## src/rtl/vga_vram_arbiter_if.sv

```systemverilog
// CPU-side access port of the VGA VRAM arbiter: a level request held until a
// one-clock acknowledge.
interface vga_vram_arbiter_if;
    // Handshake: the master raises cpu_req with cpu_we/cpu_addr/cpu_wdata stable
    // and holds all of them until it sees cpu_ack=1 for one clock. cpu_rdata is
    // valid only in that cycle. The master drops cpu_req in the cycle after
    // cpu_ack, or keeps it high to start the next transaction.
    logic        cpu_req;
    logic        cpu_we;
    logic [14:0] cpu_addr;
    logic [7:0]  cpu_wdata;
    logic        cpu_ack;
    logic [7:0]  cpu_rdata;

    modport master (
        output cpu_req, cpu_we, cpu_addr, cpu_wdata,
        input  cpu_ack, cpu_rdata
    );

    modport slave (
        input  cpu_req, cpu_we, cpu_addr, cpu_wdata,
        output cpu_ack, cpu_rdata
    );
endinterface

```

## src/rtl/vga_vram_arbiter.sv

```systemverilog
// Shares one synchronous single-port VRAM between display scanout (absolute priority)
// and a CPU port. Optional macro VGA_VRAM_ARBITER_BLANK_ONLY_EN limits CPU access to blanking.
module vga_vram_arbiter #(
    parameter int H_DIV = 4,
    parameter int FB_W  = 160,
    parameter int FB_H  = 120
) (
    input  logic                     clk,
    input  logic                     nrst,
    input  logic                     p_tick,
    input  logic                     video_on,
    input  logic [9:0]               pixel_x,
    input  logic [9:0]               pixel_y,
    vga_vram_arbiter_if.slave        cpu,
    output logic                     ram_en,
    output logic                     ram_we,
    output logic [14:0]              ram_addr,
    output logic [7:0]               ram_wdata,
    input  logic [7:0]               ram_rdata,
    output logic [7:0]               pix_data
);

    localparam int          SH       = $clog2(H_DIV);
    localparam logic [9:0]  PIX_MASK = 10'(H_DIV - 1);
    localparam logic [15:0] FB_WORDS = 16'(FB_W * FB_H);

    typedef enum logic [1:0] {
        S_IDLE  = 2'd0,
        S_ISSUE = 2'd1,
        S_DATA  = 2'd2
    } cpu_state_t;

    cpu_state_t  state;
    cpu_state_t  state_next;

    logic        disp_need;
    logic [9:0]  x_cell;
    logic [9:0]  y_cell;
    logic [31:0] row_base;
    logic [14:0] disp_addr;
    logic        in_range;
    logic        start_ok;
    logic        issue_cpu;
    logic        finish_cpu;
    logic [1:0]  disp_v;
    logic        txn_rd_ok;

    // Display fetch happens on the first pixel of every replicated cell.
    assign disp_need = p_tick & video_on & ((pixel_x & PIX_MASK) == 10'd0);
    assign x_cell    = pixel_x >> SH;
    assign y_cell    = pixel_y >> SH;
    assign row_base  = {22'd0, y_cell} * FB_W;
    assign disp_addr = 15'(row_base) + {5'd0, x_cell};
    assign in_range  = {1'b0, cpu.cpu_addr} < FB_WORDS;

    // The ack cycle itself is not a start slot: the master still holds the old
    // request there and only drops it one clock later.
`ifdef VGA_VRAM_ARBITER_BLANK_ONLY_EN
    assign start_ok = cpu.cpu_req & ~disp_need & ~cpu.cpu_ack & ~video_on;
`else
    assign start_ok = cpu.cpu_req & ~disp_need & ~cpu.cpu_ack;
`endif

    always_ff @(posedge clk or negedge nrst) begin
        if (!nrst) begin
            state <= S_IDLE;
        end else begin
            state <= state_next;
        end
    end

    always_comb begin
        state_next = state;
        case (state)
            S_IDLE:  if (issue_cpu) state_next = S_ISSUE;
            S_ISSUE: state_next = S_DATA;
            S_DATA:  state_next = S_IDLE;
            default: state_next = S_IDLE;
        endcase
    end

    always_comb begin
        issue_cpu  = 1'b0;
        finish_cpu = 1'b0;
        case (state)
            S_IDLE:  issue_cpu  = start_ok;
            S_DATA:  finish_cpu = 1'b1;
            default: ;
        endcase
    end

    always_ff @(posedge clk or negedge nrst) begin
        if (!nrst) begin
            disp_v        <= 2'b00;
            pix_data      <= 8'd0;
            ram_en        <= 1'b0;
            ram_we        <= 1'b0;
            ram_addr      <= 15'd0;
            ram_wdata     <= 8'd0;
            txn_rd_ok     <= 1'b0;
            cpu.cpu_ack   <= 1'b0;
            cpu.cpu_rdata <= 8'd0;
        end else begin
            disp_v <= {disp_v[0], disp_need};
            if (disp_v[1]) begin
                pix_data <= ram_rdata;
            end

            // Out-of-range CPU accesses keep their slot but never strobe the RAM.
            if (disp_need) begin
                ram_en   <= 1'b1;
                ram_we   <= 1'b0;
                ram_addr <= disp_addr;
            end else if (issue_cpu) begin
                ram_en    <= in_range;
                ram_we    <= cpu.cpu_we;
                ram_addr  <= cpu.cpu_addr;
                ram_wdata <= cpu.cpu_wdata;
            end else begin
                ram_en <= 1'b0;
            end

            if (issue_cpu) begin
                txn_rd_ok <= ~cpu.cpu_we & in_range;
            end

            cpu.cpu_ack   <= finish_cpu;
            cpu.cpu_rdata <= (finish_cpu & txn_rd_ok) ? ram_rdata : 8'd0;
        end
    end

endmodule

```

## src/flat_wrapper.sv

```systemverilog
// flat-port wrapper written by rule: the top's interface ports become plain ports
module vga_vram_arbiter_flat 
#(
    parameter int H_DIV = 4,
    parameter int FB_W  = 160,
    parameter int FB_H  = 120
)
  (clk, nrst, p_tick, video_on, pixel_x, pixel_y, ram_en, ram_we, ram_addr, ram_wdata, ram_rdata, pix_data, cpu_cpu_req, cpu_cpu_we, cpu_cpu_addr, cpu_cpu_wdata, cpu_cpu_ack, cpu_cpu_rdata);
  vga_vram_arbiter_if cpu_i ();
  input  logic clk;
  input  logic nrst;
  input  logic p_tick;
  input  logic video_on;
  input  logic [9:0] pixel_x;
  input  logic [9:0] pixel_y;
  output logic ram_en;
  output logic ram_we;
  output logic [14:0] ram_addr;
  output logic [7:0] ram_wdata;
  input  logic [7:0] ram_rdata;
  output logic [7:0] pix_data;
  input wire logic [$bits(cpu_i.cpu_req)-1:0] cpu_cpu_req;
  input wire logic [$bits(cpu_i.cpu_we)-1:0] cpu_cpu_we;
  input wire logic [$bits(cpu_i.cpu_addr)-1:0] cpu_cpu_addr;
  input wire logic [$bits(cpu_i.cpu_wdata)-1:0] cpu_cpu_wdata;
  output wire logic [$bits(cpu_i.cpu_ack)-1:0] cpu_cpu_ack;
  output wire logic [$bits(cpu_i.cpu_rdata)-1:0] cpu_cpu_rdata;
  assign cpu_i.cpu_req = cpu_cpu_req;
  assign cpu_i.cpu_we = cpu_cpu_we;
  assign cpu_i.cpu_addr = cpu_cpu_addr;
  assign cpu_i.cpu_wdata = cpu_cpu_wdata;
  assign cpu_cpu_ack = cpu_i.cpu_ack;
  assign cpu_cpu_rdata = cpu_i.cpu_rdata;
  vga_vram_arbiter #(.H_DIV(H_DIV), .FB_W(FB_W), .FB_H(FB_H)) u_core (.clk(clk), .nrst(nrst), .p_tick(p_tick), .video_on(video_on), .pixel_x(pixel_x), .pixel_y(pixel_y), .cpu(cpu_i), .ram_en(ram_en), .ram_we(ram_we), .ram_addr(ram_addr), .ram_wdata(ram_wdata), .ram_rdata(ram_rdata), .pix_data(pix_data));
endmodule
```

## config.mk

```make
export PLATFORM = sky130hd
export DESIGN_NAME = vga_vram_arbiter_flat
export DESIGN_NICKNAME = d
export VERILOG_FILES = /design/src/rtl/vga_vram_arbiter_if.sv /design/src/rtl/vga_vram_arbiter.sv /design/src/flat_wrapper.sv
export SDC_FILE = /design/constraint.sdc
export NUM_CORES = 1
export LEC_CHECK = 0
export ABC_AREA = 1
export CORE_MARGIN = 2
export CORE_UTILIZATION = 35
export CTS_CLUSTER_DIAMETER = 80
export DETAILED_ROUTE_END_ITERATION = 8
export DONT_BUFFER_PORTS = 1
export SYNTH_ARGS = -nofsm -noshare
export SYNTH_HDL_FRONTEND = slang
export SYNTH_SLANG_ARGS = --single-unit
```

## constraint.sdc

```tcl
create_clock -name clk -period 1.65 [get_ports clk]
set_input_delay 0.4125 -clock clk [delete_from_list [all_inputs] [get_ports clk]]
set_output_delay 0.4125 -clock clk [all_outputs]
set_load 0.01 [all_outputs]
```

==> results of run 1 <==
==> routing by layer <==
| metal | track usage [%] | up-vias |
|---|---|---|
| met5 | 0 | - |
| met1 | 17.3 | 862 |
| met3 | 4.83 | 5 |
| met2 | 23.5 | 60 |
| met4 | 4.69 | 0 |
| li1 | - | 952 |
==> how the worst max path moves through the flow <==
stage | from | endpoint | cells past startpoint
floorplan | pixel_y[3] | u_core.ram_addr[14]$_DFFE_PN0P_ | 14
global placement | pixel_y[3] | u_core.ram_addr[14]$_DFFE_PN0P_ | 14
detailed placement | pixel_y[3] | u_core.ram_addr[14]$_DFFE_PN0P_ | 14
CTS | pixel_y[3] | u_core.ram_addr[12]$_DFFE_PN0P_ | 12
global route | pixel_y[4] | u_core.ram_addr[14]$_DFFE_PN0P_ | 11
finish | pixel_y[3] | u_core.ram_addr[12]$_DFFE_PN0P_ | 12
==> sequential cells by signal (all words and copies together) (netlist names) <==
signal                count
u_core.ram_addr          15
u_core.cpu.cpu_rdata      8
u_core.pix_data           8
u_core.ram_wdata          8
u_core.disp_v             2
u_core.state              2
u_core.cpu.cpu_ack        1
u_core.ram_en             1
u_core.ram_we             1
u_core.txn_rd_ok          1
==> cell type report <==
type                    instances  area (um^2)  area share, %
repair buffers                 22          188           6.58
clock inverters                 2         37.5           1.32
multi-input cells             200         1150           40.5
clock buffers                   5         68.8           2.41
inverters                      34          128           4.48
well taps                      80          100           3.51
flip-flops and latches         47         1180           41.2
==> power groups by stage <==
stage / clock, mW / combinational (mW) / sequential (mW)
finish: 0.809 / 1.02 / 1.98
floorplan: 0 / 0.746 / 1.90
detailed placement: 0 / 0.969 / 2.01
global placement: 0 / 0.943 / 2.00
global route: 0.867 / 1.18 / 2.03
CTS: 0.838 / 1.02 / 1.99
==> kinds of logic after synthesis <==
| kind of cell | share of synthesized area [%] |
|---|---|
| and+or+nand+nor | 25.1 |
| DFF | 48.8 |
| buffers and inverters | 6.79 |
| AOI/OAI and AO/OA | 8.14 |
| adders and majority gates | 9.44 |
| xor gates and xnor gates | 1.82 |
==> placed cells by master, fill, tap and decap left out, types with 2 or more instances in the layout <==
cell type  Yosys  routed
xor2_1         3       3
inv_2          2       4
o22ai_1        6       6
clkbuf_8       0       5
nand3_2        0       2
dfrtp_1       47      47
o21ai_1        1       2
ha_1          15      12
ha_4           0       2
inv_1         32      30
xnor2_2        0       2
o21ai_0        7       5
nand2_2        0       2
buf_4          2      20
nand3_1       12      10
a21oi_1       14      14
nor2_2         1       2
nand2_1       76      74
nand4_1        2       2
nor2_1        46      44
nand3b_1       3       3
==> metrics by stage <==
step	hold slack, ns	instances
final	0.216	390
after global routing	0.218	390
after CTS	0.201	389
after detailed placement	0.118	380
after global placement	0.118	380
after floorplan	0.117	288
==> what timing repair did <==
item                       CTS  global route
gates resized for setup      5             4
hold endpoints to repair    47             0
hold buffers                 2             0
pin swaps                   13             4
setup endpoints to repair    5             5
buffers inserted             1             1
==> results.sh, run 1 <==
export IMPL_layout_drive_gt1_share_pct=16.5
export IMPL_crit_arrival_ns=2.03
export IMPL_finalSetupTns_ns=-0.890
export IMPL_netlist_instances=288
export IMPL_seqPwrFrac_pct=51.9
export IMPL_cap_violations=0
export IMPL_clock_power_share_pct=21.3
export IMPL_clk_latency_ns=0.29
export IMPL_cp_top_family="adder cells"
export IMPL_combPwrFrac_pct=26.8
export IMPL_yosys_register_bits=47
export IMPL_avgRoutedWirePerCell_um=13.8
export IMPL_grt_pass1_vias=1771
export IMPL_finish_utilization_pct=42.4
export IMPL_grt_setup_unrepaired="true"
export IMPL_synth_area_mm2=0.00241
export IMPL_dp_slack_ns=-0.597
export IMPL_worstHoldStart="cpu_cpu_we"
export IMPL_fin_area_mm2=0.00285
export IMPL_internal_power_mw=2.40
export IMPL_place_area_mm2=0.00267
export IMPL_synth_edff_count=0
export IMPL_grt_max_degree=48
export IMPL_clockBufferDepth=2
export IMPL_p_total_mw=3.81
export IMPL_cts_max_level=2
export IMPL_slowest_delay_ns=0.46
export IMPL_post_drt_via_cell_ratio=4.82
export IMPL_yosysTopAreaCellShare_pct=48.8
export IMPL_violations="negative setup slack"
export IMPL_crit_path_cell_trace="ha_4, ha_4, inv_2, fa_2, nor2_4, nand3_2, a21oi_2, nand2_1, nor2_2, nor2_1, o21ai_0, nand3_1"
export IMPL_num_vias=1879
export IMPL_dieHeight_um=87.0
export IMPL_clk_pin_slew_ns=0.09
export IMPL_finalCritPeriodShare_pct=113
export IMPL_cts_tree="built"
export IMPL_yosysMostFrequentCell="nand2_1"
export IMPL_die_width_um=87.0
export IMPL_ys_async_sr_fraction_pct=100
export IMPL_cp_common_cell="ha_4"
export IMPL_worst_slew_pin_slew_ns=0.440
export IMPL_top_layer="met4"
export IMPL_core_area_mm2=0.00672
export IMPL_ys_seq_area_share_pct=48.8
export IMPL_io_pins=99
export IMPL_area_growth_pct=18.2
export IMPL_grtUsageTotal_pct=14.2
export IMPL_drt_iter0_markers=45
export IMPL_setup_ws_ns=-0.209
export IMPL_slew_violations=0
export IMPL_required_ns=1.82
export IMPL_firstDrtPassIters=4
export IMPL_synth_nets=362
export IMPL_start_util_pct=35.9
export IMPL_setup_viol=6
export IMPL_met1Wirelength_um=2300
export IMPL_relSlewSlack_pct=70.6
export IMPL_holdPathEnd="u_core.txn_rd_ok$_DFFE_PN0P_"
export IMPL_fill_cells=679
export IMPL_cts_buffers=5
export IMPL_vdd_drop_max_v=0.000372
export IMPL_r2r_end="u_core.ram_addr[10]$_DFFE_PN0P_"
export IMPL_timing_rr_start="u_core.cpu.cpu_ack$_DFF_PN0_"
export IMPL_r2r_slack_ns=0.20
export IMPL_cp_buffers_inverters=1
export IMPL_grt_first_pass_wirelength_um=8440
export IMPL_startpoint_type="primary input"
export IMPL_status="complete, but fails checks"
export IMPL_r2r_cells=6
export IMPL_slowest_stage="fa_2"
export IMPL_synth_cell_types=30
export IMPL_hold_path_depth=1
export IMPL_antenna_left=0
export IMPL_ys_warn_count=0
export IMPL_nets=384
export IMPL_timing_worst_setup_path_type="in -> reg"
export IMPL_p_per_area_mw_per_mm2=1330
export IMPL_finalHoldViolCount=0
export IMPL_cts_num_sinks=47
export IMPL_clock_skew_ns=0.00905
export IMPL_finalCriticalPeriod_ns=1.86
export IMPL_wl_met2_um=2610
export IMPL_power_switching_mw=1.40
export IMPL_rows=30
export IMPL_antenna_found_initial=0
export IMPL_critPathMaxFanout=3
export IMPL_p_leak_nw=1.45
export IMPL_dr_wl_met3_um=417
export IMPL_root_buffer="clkbuf_8"
export IMPL_drcViolationCount=0
export IMPL_hold_class="in -> reg"
export IMPL_place_port_buffers=0
export IMPL_insertedDiodeCount=0
export IMPL_grt_overflow=0
export IMPL_synth_area_per_cell_um2=8.38
export IMPL_ys_flop_type="dfrtp_1"
export IMPL_swShare_pct=36.8
export IMPL_end_kind="flip-flop"
export IMPL_wl_um=5380
export IMPL_timing_fmax_mhz=538
export IMPL_synth_top_cells_by_count="76 x nand2_1, 47 x dfrtp_1, 46 x nor2_1"
export IMPL_finalWeightedCongestion=0.782
export IMPL_synth_top_cell_by_area="dfrtp_1"
export IMPL_die_area_mm2=0.00757
export IMPL_synth_area_leaders="dfrtp_1 49%, nand2_1 12%, ha_1 7.8%"
export IMPL_dpl_hpwl_um=4170
Power figures use the tool's default switching activity.
==> run 2: changes to the inputs <==
--- a/config.mk
+++ b/config.mk
@@ -6,7 +6,7 @@
 export NUM_CORES = 1
 export LEC_CHECK = 0
 export ABC_AREA = 1
-export CORE_MARGIN = 2
+export CORE_MARGIN = 8
 export CORE_UTILIZATION = 35
 export CTS_CLUSTER_DIAMETER = 80
 export DETAILED_ROUTE_END_ITERATION = 8
==> run 2 against run 1 <==
Against the previous run:
- the flow still finishes with violations (negative setup slack)
- clock-buffer cell count did not move
- maximum frequency down 0.51%
- first-iteration DRC count grew 96%
- setup slack got worse by 0.0095 ns
- routed wire length grew 12%
- total power increased by 1.8%
- global-route usage is 1.9 points lower
- via count increased by 2.4%
- sequential power barely moved
- sequential cell count stayed put
- hold slack improved by 0.00084 ns
- cell area is 0.83% higher
- largest power group unchanged
==> results.sh, run 2 (synthesis gave the netlist of run 1 again) <==
export IMPL_antenna_found_initial=0
export IMPL_vdd_drop_max_v=0.000456
export IMPL_layout_drive_gt1_share_pct=16.9
export IMPL_setup_viol=5
export IMPL_cts_buffers=5
export IMPL_clock_skew_ns=0.00713
export IMPL_area_growth_pct=19.2
export IMPL_cts_max_level=2
export IMPL_grt_max_degree=48
export IMPL_avgRoutedWirePerCell_um=15.3
export IMPL_r2r_cells=6
export IMPL_finalHoldViolCount=0
export IMPL_finalSetupTns_ns=-0.780
export IMPL_r2r_end="u_core.ram_addr[10]$_DFFE_PN0P_"
export IMPL_top_register="u_core.ram_addr"
export IMPL_clk_latency_ns=0.30
export IMPL_core_area_mm2=0.00672
export IMPL_timing_rr_start="u_core.cpu.cpu_ack$_DFF_PN0_"
export IMPL_post_drt_via_cell_ratio=4.89
export IMPL_timing_worst_setup_path_type="in -> reg"
export IMPL_cap_violations=0
export IMPL_hold_path_depth=2
export IMPL_dp_cells=381
export IMPL_finalWeightedCongestion=0.816
export IMPL_drt_iter0_markers=88
export IMPL_worstHoldStart="cpu_cpu_wdata[5]"
export IMPL_layout_common_cells="74 x nand2_1, 47 x dfrtp_1, 44 x nor2_1"
export IMPL_p_total_mw=3.88
export IMPL_drcViolationCount=0
export IMPL_holdPathEnd="u_core.ram_wdata[5]$_DFFE_PN0P_"
export IMPL_p_per_area_mw_per_mm2=1350
export IMPL_start_util_pct=35.9
export IMPL_status="complete, but fails checks"
export IMPL_hold_class="in -> reg"
export IMPL_finalCriticalPeriod_ns=1.87
export IMPL_required_ns=1.83
export IMPL_clk_pin_slew_ns=0.09
export IMPL_slew_violations=0
export IMPL_final_cells=394
export IMPL_nets=387
export IMPL_final_common_cell="nand2_1"
export IMPL_antenna_left=0
export IMPL_dieHeight_um=99.0
export IMPL_finalCritPeriodShare_pct=113
export IMPL_die_width_um=99.0
export IMPL_end_kind="flip-flop"
export IMPL_crit_arrival_ns=2.05
export IMPL_setup_ws_ns=-0.218
export IMPL_io_pins=99
export IMPL_grt_overflow=0
export IMPL_relSlewSlack_pct=70.0
export IMPL_timing_fmax_mhz=535
export IMPL_grt_setup_unrepaired="true"
export IMPL_grtUsageTotal_pct=12.2
export IMPL_grt_first_pass_wirelength_um=9640
export IMPL_wl_um=6030
export IMPL_insertedDiodeCount=0
export IMPL_num_vias=1925
export IMPL_dpl_hpwl_um=4780
export IMPL_finish_utilization_pct=42.8
export IMPL_die_area_mm2=0.00980
export IMPL_firstDrtPassIters=4
export IMPL_r2r_slack_ns=0.21
export IMPL_startpoint_type="primary input"
export IMPL_place_port_buffers=0
export IMPL_root_buffer="clkbuf_8"
export IMPL_largest_register_ffs=15
export IMPL_worst_slew_pin_slew_ns=0.450
export IMPL_cts_num_sinks=47
export IMPL_p_leak_nw=1.47
export IMPL_grt_pass1_vias=1887
export IMPL_fill_cells=677
export IMPL_rows=30
export IMPL_clockBufferDepth=2
export IMPL_cts_tree="built"
export IMPL_critPathMaxFanout=3
export IMPL_violations="negative setup slack"
## run 2: cell count changes in the layout (fill, tap and decap cells not counted), sizes merged
cell / delta
buf: +3
clkinv: +1
clkinvlp: -1
inv: +1
## run 2: cell type report
type	count	area (um^2)	area share (%)
Tap cell	80	100	3.48
Inverter	34	128	4.44
Multi-Input combinational cell	200	1140	39.8
Clock buffer	5	68.8	2.39
Timing Repair Buffer	25	210	7.31
Clock inverter	3	47.5	1.65
Sequential cell	47	1180	40.9
## run 2: per-stage QoR
step	hold WS, ns	area [um^2]	setup WS, ns
2_1_floorplan	0.117	2460	-0.489
3_3_place_gp	0.118	2680	-0.553
3_5_place_dp	0.118	2680	-0.602
4_1_cts	0.206	2850	-0.225
5_1_grt	0.205	2880	-0.327
6_report	0.217	2880	-0.218
## run 2: how the worst max path moves through the flow
stage,from,endpoint,slack (ns),cells past startpoint
after floorplan,pixel_y[3],u_core.ram_addr[14]$_DFFE_PN0P_,-0.49,14
after global placement,pixel_y[3],u_core.ram_addr[14]$_DFFE_PN0P_,-0.55,14
after detailed placement,pixel_y[3],u_core.ram_addr[14]$_DFFE_PN0P_,-0.60,14
after CTS,pixel_y[3],u_core.ram_addr[14]$_DFFE_PN0P_,-0.23,14
after global routing,pixel_y[3],u_core.ram_addr[14]$_DFFE_PN0P_,-0.33,14
final,pixel_y[3],u_core.ram_addr[12]$_DFFE_PN0P_,-0.22,12
## run 2: what timing repair did
item	4_1_cts	5_1_grt
hold buffers	2	0
setup buffers	1	2
pin swaps	10	8
resized for setup	5	2
setup endpoints to repair	5	5
hold endpoints to repair	47	0
## run 2: power by group
part	internal [mW]	switching, mW	total (mW)
clock network	0.460	0.409	0.868
logic	0.432	0.582	1.01
registers	1.53	0.465	1.99
total	2.42	1.46	3.88
## run 2: metal layers
metal / global-route usage (%) / vias up / wire (um)
met3: 4.30 / 5 / 491
met5: 0 / - / 0
met2: 21.0 / 58 / 2990
li1: - / 965 / -
met4: 3.54 / 0 / 69
met1: 13.9 / 897 / 2480
## run 2: critical path, cell delays in order
cell	delay, ns
ha_4	0.22
ha_4	0.15
inv_2	0.04
fa_2	0.46
nor2_4	0.11
nand3_2	0.09
a21oi_2	0.16
nand2_1	0.08
nor2_2	0.12
nor2_1	0.05
o21ai_1	0.07
nand3_1	0.08
